$ cat src/rtl/lfsr_rc_reverse.sv
// lfsr_rc_reverse: seeks the 6-bit XNOR LFSR forward to c_ROUNDS, then streams
// c_ROUNDS..c_1 backward over a valid/ready interface for the inverse rounds.
module lfsr_rc_reverse #(
    parameter int ROUNDS = 48
) (
    input  logic       clk,
    input  logic       rst,
    input  logic       start,
    output logic       busy,
    output logic [5:0] rc_out,
    output logic       rc_valid,
    input  logic       rc_ready,
    output logic [5:0] rc_idx,
    output logic       rc_last,
    output logic       done
);
    typedef enum logic [1:0] {IDLE, SEEK, EMIT, DONE} state_t;

    localparam logic [5:0] LAST_CNT  = 6'(ROUNDS - 1);
    localparam logic [5:0] FIRST_IDX = 6'(ROUNDS);

    state_t     r_state, w_state_nx;
    logic [5:0] r_s, w_s_nx;
    logic [5:0] r_cnt, w_cnt_nx;
    logic [5:0] r_idx, w_idx_nx;

    function automatic logic [5:0] fwd(input logic [5:0] x);
        return {x[4:0], ~(x[5] ^ x[4])};
    endfunction

    function automatic logic [5:0] inv(input logic [5:0] x);
        return {~(x[0] ^ x[5]), x[5:1]};
    endfunction

    always_ff @(posedge clk) begin
        if (!rst) begin
            r_state <= IDLE;
            r_s     <= '0;
            r_cnt   <= '0;
            r_idx   <= '0;
        end else begin
            r_state <= w_state_nx;
            r_s     <= w_s_nx;
            r_cnt   <= w_cnt_nx;
            r_idx   <= w_idx_nx;
        end
    end

    always_comb begin
        w_state_nx = r_state;
        w_s_nx     = r_s;
        w_cnt_nx   = r_cnt;
        w_idx_nx   = r_idx;
        case (r_state)
            IDLE: if (start) begin
                w_state_nx = SEEK;
                w_s_nx     = '0;
                w_cnt_nx   = '0;
            end
            SEEK: begin
                w_s_nx   = fwd(r_s);
                w_cnt_nx = r_cnt + 6'd1;
                if (r_cnt == LAST_CNT) begin
                    w_state_nx = EMIT;
                    w_idx_nx   = FIRST_IDX;
                end
            end
            EMIT: if (rc_ready) begin
                if (r_idx == 6'd1) begin
                    w_state_nx = DONE;
                    w_idx_nx   = '0;
                end else begin
                    w_s_nx   = inv(r_s);
                    w_idx_nx = r_idx - 6'd1;
                end
            end
            default: w_state_nx = IDLE;
        endcase
    end

    // Outputs decode registered state only; rc_ready never reaches them.
    assign busy     = (r_state == SEEK) || (r_state == EMIT);
    assign rc_valid = r_state == EMIT;
    assign rc_out   = rc_valid ? r_s : 6'd0;
    assign rc_idx   = rc_valid ? r_idx : 6'd0;
    assign rc_last  = rc_valid && (r_idx == 6'd1);
    assign done     = r_state == DONE;
endmodule

$ cat config.mk
export PLATFORM = sky130hd
export DESIGN_NAME = lfsr_rc_reverse
export DESIGN_NICKNAME = d
export VERILOG_FILES = /design/src/rtl/lfsr_rc_reverse.sv
export SDC_FILE = /design/constraint.sdc
export NUM_CORES = 1
export LEC_CHECK = 0
export CORE_MARGIN = 2
export CORE_UTILIZATION = 45
export CTS_CLUSTER_SIZE = 25
export DETAILED_ROUTE_END_ITERATION = 12
export GPL_ROUTABILITY_DRIVEN = 1
export PLACE_DENSITY = 0.68
export SETUP_SLACK_MARGIN = 0.5
export SLEW_MARGIN = 20
export SYNTH_ARGS = -nofsm -noshare
export SYNTH_HDL_FRONTEND = slang
export SYNTH_SLANG_ARGS = --single-unit
$ cat constraint.sdc
create_clock -name clk -period 2.55 [get_ports clk]
set_clock_uncertainty 0.2 [all_clocks]
set_input_delay 0.6375 -clock clk [delete_from_list [all_inputs] [get_ports clk]]
set_output_delay 0.6375 -clock clk [all_outputs]
set_load 0.05 [all_outputs]
# ---- Word-level counts from Yosys, hierarchy flattened
# Cells that the tools add are included.
dict set report totals {
  register_bits 20
  input_bits 4
  output_inout_bits 16
  word_cells 46
}
dict set report op_classes {
  n_addsub 2
  n_eq_ne 10
  mux 16
  bitwise 4
  reduce_logical 10
}
# op n
set op_table {}
lappend op_table {{6-bit 2-to-1 mux} 8}
lappend op_table {{6-bit one-hot mux with 2 select lines} 2}
lappend op_table {{6-bit one-hot mux with 3 select lines} 1}
lappend op_table {{2-bit 2-to-1 mux} 4}
lappend op_table {{4-bit AND reduction} 2}
lappend op_table {{6-bit by 1-bit adder with 6-bit output (second input constant)} 1}
lappend op_table {{6-bit by 1-bit equality test with 1-bit output (second input constant)} 1}
lappend op_table {{6-bit equality test (second input constant)} 1}
lappend op_table {{2-bit inequality test (second input constant)} 3}
lappend op_table {{2-bit one-hot mux with 3 select lines} 1}
lappend op_table {{6-bit by 1-bit subtractor with 6-bit output (second input constant)} 1}
lappend op_table {{2-bit equality test (second input constant)} 2}
lappend op_table {{2-bit by 1-bit inequality test with 1-bit output (second input constant)} 2}
lappend op_table {{2-bit nonzero test} 2}
lappend op_table {{3-bit AND reduction} 1}
lappend op_table {{3-bit nonzero test} 1}
lappend op_table {{2-bit by 1-bit equality test with 1-bit output (second input constant)} 1}
lappend op_table {{2-bit logical NOT} 1}
lappend op_table {{1-bit inverter} 2}
lappend op_table {{2-bit AND reduction} 1}
lappend op_table {{1-bit bitwise XOR} 2}
lappend op_table {{1-bit logical AND} 1}
lappend op_table {{1-bit logical OR} 1}

# ---- Longest topological paths before layout
dict set report depth {
  ltp_word 5
  ltp_mapped 8
  mapped_depth_nobuf 7
}

# ---- Worst setup path after synthesis
# No wires, ideal clock.
dict set report synth_timing {
  kind {reg-to-output}
  start {register r_state[0]}
  end {output port rc_idx[2]}
  arrival_time_ns 1.843
  t_required_ns 1.712
  path_slack_ns -0.131
  path_stages_with_launch 6
  path_buffers 2
  path_cell_list {dfxtp_1 > inv_1 > ha_1 > buf_2 > clkbuf_1 > and2_1}
}
dict set report synth_between {
  elab_chain_cells 2
}
# item line
set synth_rtl {}
lappend synth_rtl {{start: declaration} 22} ;# state_t r_state, w_state_nx;
lappend synth_rtl {{start signal: assignment} 42} ;# r_state <= w_state_nx;
lappend synth_rtl {{2-bit equality test} 83} ;# assign rc_valid = r_state == EMIT;
lappend synth_rtl {{net rc_valid} 11} ;# output logic rc_valid,
lappend synth_rtl {{6-bit 2-to-1 mux} 85} ;# assign rc_idx = rc_valid ? r_idx : 6'd0;
lappend synth_rtl {{end: declaration} 13} ;# output logic [5:0] rc_idx,
# The timed path passes the listed nets, and every way through them passes these cells.

# ---- Worst setup path after layout
dict set report layout_timing {
  start {register r_idx[1]}
  end {output port rc_last}
}
dict set report layout_between {
  elab_chain_cells 2
}
# item line
set layout_rtl {}
lappend layout_rtl {{start: declaration} 25} ;# logic [5:0] r_idx, w_idx_nx;
lappend layout_rtl {{start signal: assignment} 45} ;# r_idx <= w_idx_nx;
lappend layout_rtl {{6-bit by 1-bit equality test with 1-bit output} 86} ;# assign rc_last = rc_valid && (r_idx == 6'd1);
lappend layout_rtl {{1-bit logical AND} 86}
lappend layout_rtl {{end: declaration} 14} ;# output logic rc_last,
# No other way between the ends.

==> results.toml <==
[critical_path]
worst-endpoint-required_ns = 1.71
crit_type = "register to primary output"
cp.arrival_ns = 1.60
r2r_cells = 11
max_stage_delay_ns = 0.43
path_cells = "inv_2, ha_4, nand2b_4, or3_4, clkinv_8, buf_12"
r2r-end = "r_idx[5]"
r2r-start = "r_state[0]"
cp-end-kind = "primary output"
cp-start-kind = "register"
crit_path_max_fanout = 4
crit_slowest_cell = "or3_4"
reg2reg_slack_ns = 0.35

[pwr]
power_mw = 1.73
p_comb_frac = 0.649
max-vdd-ir-drop_v = 0.00103
internal_power_mw = 1.02
pwr_density_cell_nw_per_um2 = 853
clockPowerShare = 0.111
swShare = 0.412
seq_power_share = 0.240
netSwitchingPower_uw = 713
p_leak_nw = 0.837

[detailed_routing]
dr.pass1.iters = 4
routedWlPerCell_um = 15.5
avgViaCountPerCell = 5.64
wl_mm = 3.56
first_iter_violations = 51
vias = 1292
ant_nets = 0
drc = 0

[place]
place_congestion = 0.761
io_buffers = 19
dp_hpwl_mm = 2.14

[synthesis]
async_reset_ff_frac = 0
netlist_instances = 154
yosys.cell_types.count = 40
synth_edf_count = 0
synth_nets = 165
synth_ff_type = "dfxtp_1"
synth_area_um2 = 1260
ys_ff_latch = 20
ys.warnings.count = 0
ys_seq_area_frac = 0.318
postSynthAreaPerCell_um2 = 8.18

[sta]
period_share = 0.956
fmax_ghz = 0.410
finalSetupViolCount = 0
slew_headroom = 0.724
setup_tns_ns = 0
final-hold-violation-count = 0
grt_setup_unrepaired = "yes"
tightest_slew_ns = 0.410
slew_viol_final = 0
finalCriticalPeriod_ns = 2.44

[final_layout]
drive_above_1_share = 0.404
area_growth_pct = 61.1
fill_cells = 192
insertedDiodeCount = 0
nets = 210

[clocking]
cts_sinks = 20
clk_latency_ns = 0.31
path_clk_slew_ns = 0.12
htreeDepth = 1
clockBufferDepth = 2
cts_root_buf = "clkbuf_4"
cts_tree = "built"
cts_made_buffers = 3

[worst_hold_path]
min_path_type = "register to register"
min_path_cells = 2
hold_end = "r_s[1]"
hp-start = "r_s[1]"

[run_status]
status = "complete, no violations"

[global_route]
gr-usage-all-layers = 0.215
grt_max_degree = 23
grt_pass1_vias = 1269
gr-total-overflow = 0
antenna_found_initial = 0
grt_pass1_wl_mm = 5.47

[die]
dieHeight_um = 56.9
core_um2 = 2710
die_x_um = 56.9
die-area_um2 = 3240
io_pins = 20
rows = 19
start_util = 0.465

[job]
maxCapViolations = 0
==> worst max-delay path: cells and delay by family (launching register included) <==
kind	cells	cell delay, ns
buffers and inverters	3	0.27
flip-flops	1	0.36
AND/OR/NAND/NOR	2	0.50
adder cells (fa/ha/maj)	1	0.15
==> cell type report <==
class                      instances  area (um^2)  share of cell area
sequential                        20          409               0.202
timing repair buffer              46          623               0.307
multi-input combinational        120          880               0.433
clock buffer                       4         36.3              0.0179
tap                               31         38.8              0.0191
inverter                           8         42.5              0.0210
==> power groups by stage <==
| stage | logic [mW] | clock network (mW) | registers, mW |
|---|---|---|---|
| 2_1_floorplan | 0.551 | 0 | 0.410 |
| 3_3_place_gp | 0.726 | 0 | 0.415 |
| 3_5_place_dp | 0.740 | 0 | 0.418 |
| 4_1_cts | 1.01 | 0.194 | 0.408 |
| 5_1_grt | 1.19 | 0.209 | 0.421 |
| 6_report | 1.12 | 0.193 | 0.415 |
==> flip-flops by register name, indices dropped and copies added (netlist names) <==
signal	count
r_idx	6
r_state	2
r_cnt	6
r_s	6
==> layer usage <==
layer  wire, um  vias to the layer above  part of all wire  track usage
met2       1760                       47              0.49        0.376
li1           -                      630                 -            -
met3        195                        8             0.055       0.0576
met1       1530                      607              0.43        0.259
met4         72                        0             0.020       0.0565
met5          0                        -                 0            0
==> layout by cell type, fill, tap and decap left out, types with 3 or more instances in the layout <==
cell / count
nand2_1: 19
buf_4: 18
buf_12: 16
dfxtp_1: 15
and2_4: 10
nor2_1: 8
o21ai_0: 6
buf_6: 6
xnor2_1: 5
nor3_1: 5
inv_1: 4
a21o_1: 4
nand4_1: 4
a21boi_1: 4
dfxtp_2: 4
inv_2: 3
nand3b_1: 3
mux2i_1: 3
nand2b_1: 3
o21ai_1: 3
nand3_1: 3
ha_4: 3
clkbuf_4: 3
clkdlybuf4s50_1: 3
==> timing repair <==
item / in CTS / in global routing
pin swaps: 4 / 3
buffers inserted: 14 / 7
endpoints found under the setup margin: 19 / 23
hold buffers: 0 / 0
gates resized for setup: 27 / 13
cloned: 2 / 0
==> per-stage QoR <==
step	utilization	hold WS, ns	worst slack, ns	cell area [um^2]	instances
2_1_floorplan	-	0.258	0.361	1300	154
4_1_cts	0.712	0.314	0.0568	1930	222
6_report	0.749	0.316	0.111	2030	229
3_5_place_dp	0.611	0.293	0.231	1660	202
5_1_grt	0.749	0.344	0.0657	2030	229
3_3_place_gp	0.611	0.284	0.247	1660	202
==> logic make-up (layout without fill, tap and decap cells) <==
kind of cell	after synthesis	after routing	synth area share
flops	20	20	0.318
xor+xnor	5	5	0.0348
fa+ha+maj	7	7	0.0695
buf+inv	14	58	0.0586
simple gates	67	67	0.281
compound gates	37	37	0.207
mux	4	4	0.0318
==> cells in the mapped netlist (3+ instances only) <==
| cell type | instances | area, um^2 |
|---|---|---|
| and2_1 | 12 | 75.1 |
| nand2b_1 | 4 | 25.0 |
| xnor2_1 | 5 | 43.8 |
| a21o_1 | 4 | 30.0 |
| nand3_1 | 3 | 15.0 |
| clkbuf_1 | 3 | 11.3 |
| mux2i_1 | 4 | 40.0 |
| nand2_1 | 19 | 71.3 |
| ha_1 | 7 | 87.6 |
| nand4_1 | 4 | 25.0 |
| o21ai_0 | 7 | 35.0 |
| dfxtp_1 | 20 | 400 |
| nand3b_1 | 3 | 22.5 |
| a21boi_1 | 4 | 30.0 |
| nor2_1 | 9 | 33.8 |
| inv_1 | 7 | 26.3 |
| nor3_1 | 5 | 25.0 |
==> worst max path at each step <==
stage | from | to | slack, ns | cells past startpoint
floorplan | r_state[0] | rc_idx[0] | 0.36 | 4
global placement | r_idx[2] | rc_last | 0.25 | 4
detailed placement | r_idx[2] | rc_last | 0.23 | 4
CTS | r_idx[2] | rc_last | 0.06 | 4
global route | r_idx[0] | rc_last | 0.07 | 5
finish | r_idx[1] | rc_last | 0.11 | 6
No activity file was read; power rests on OpenSTA's default activity.
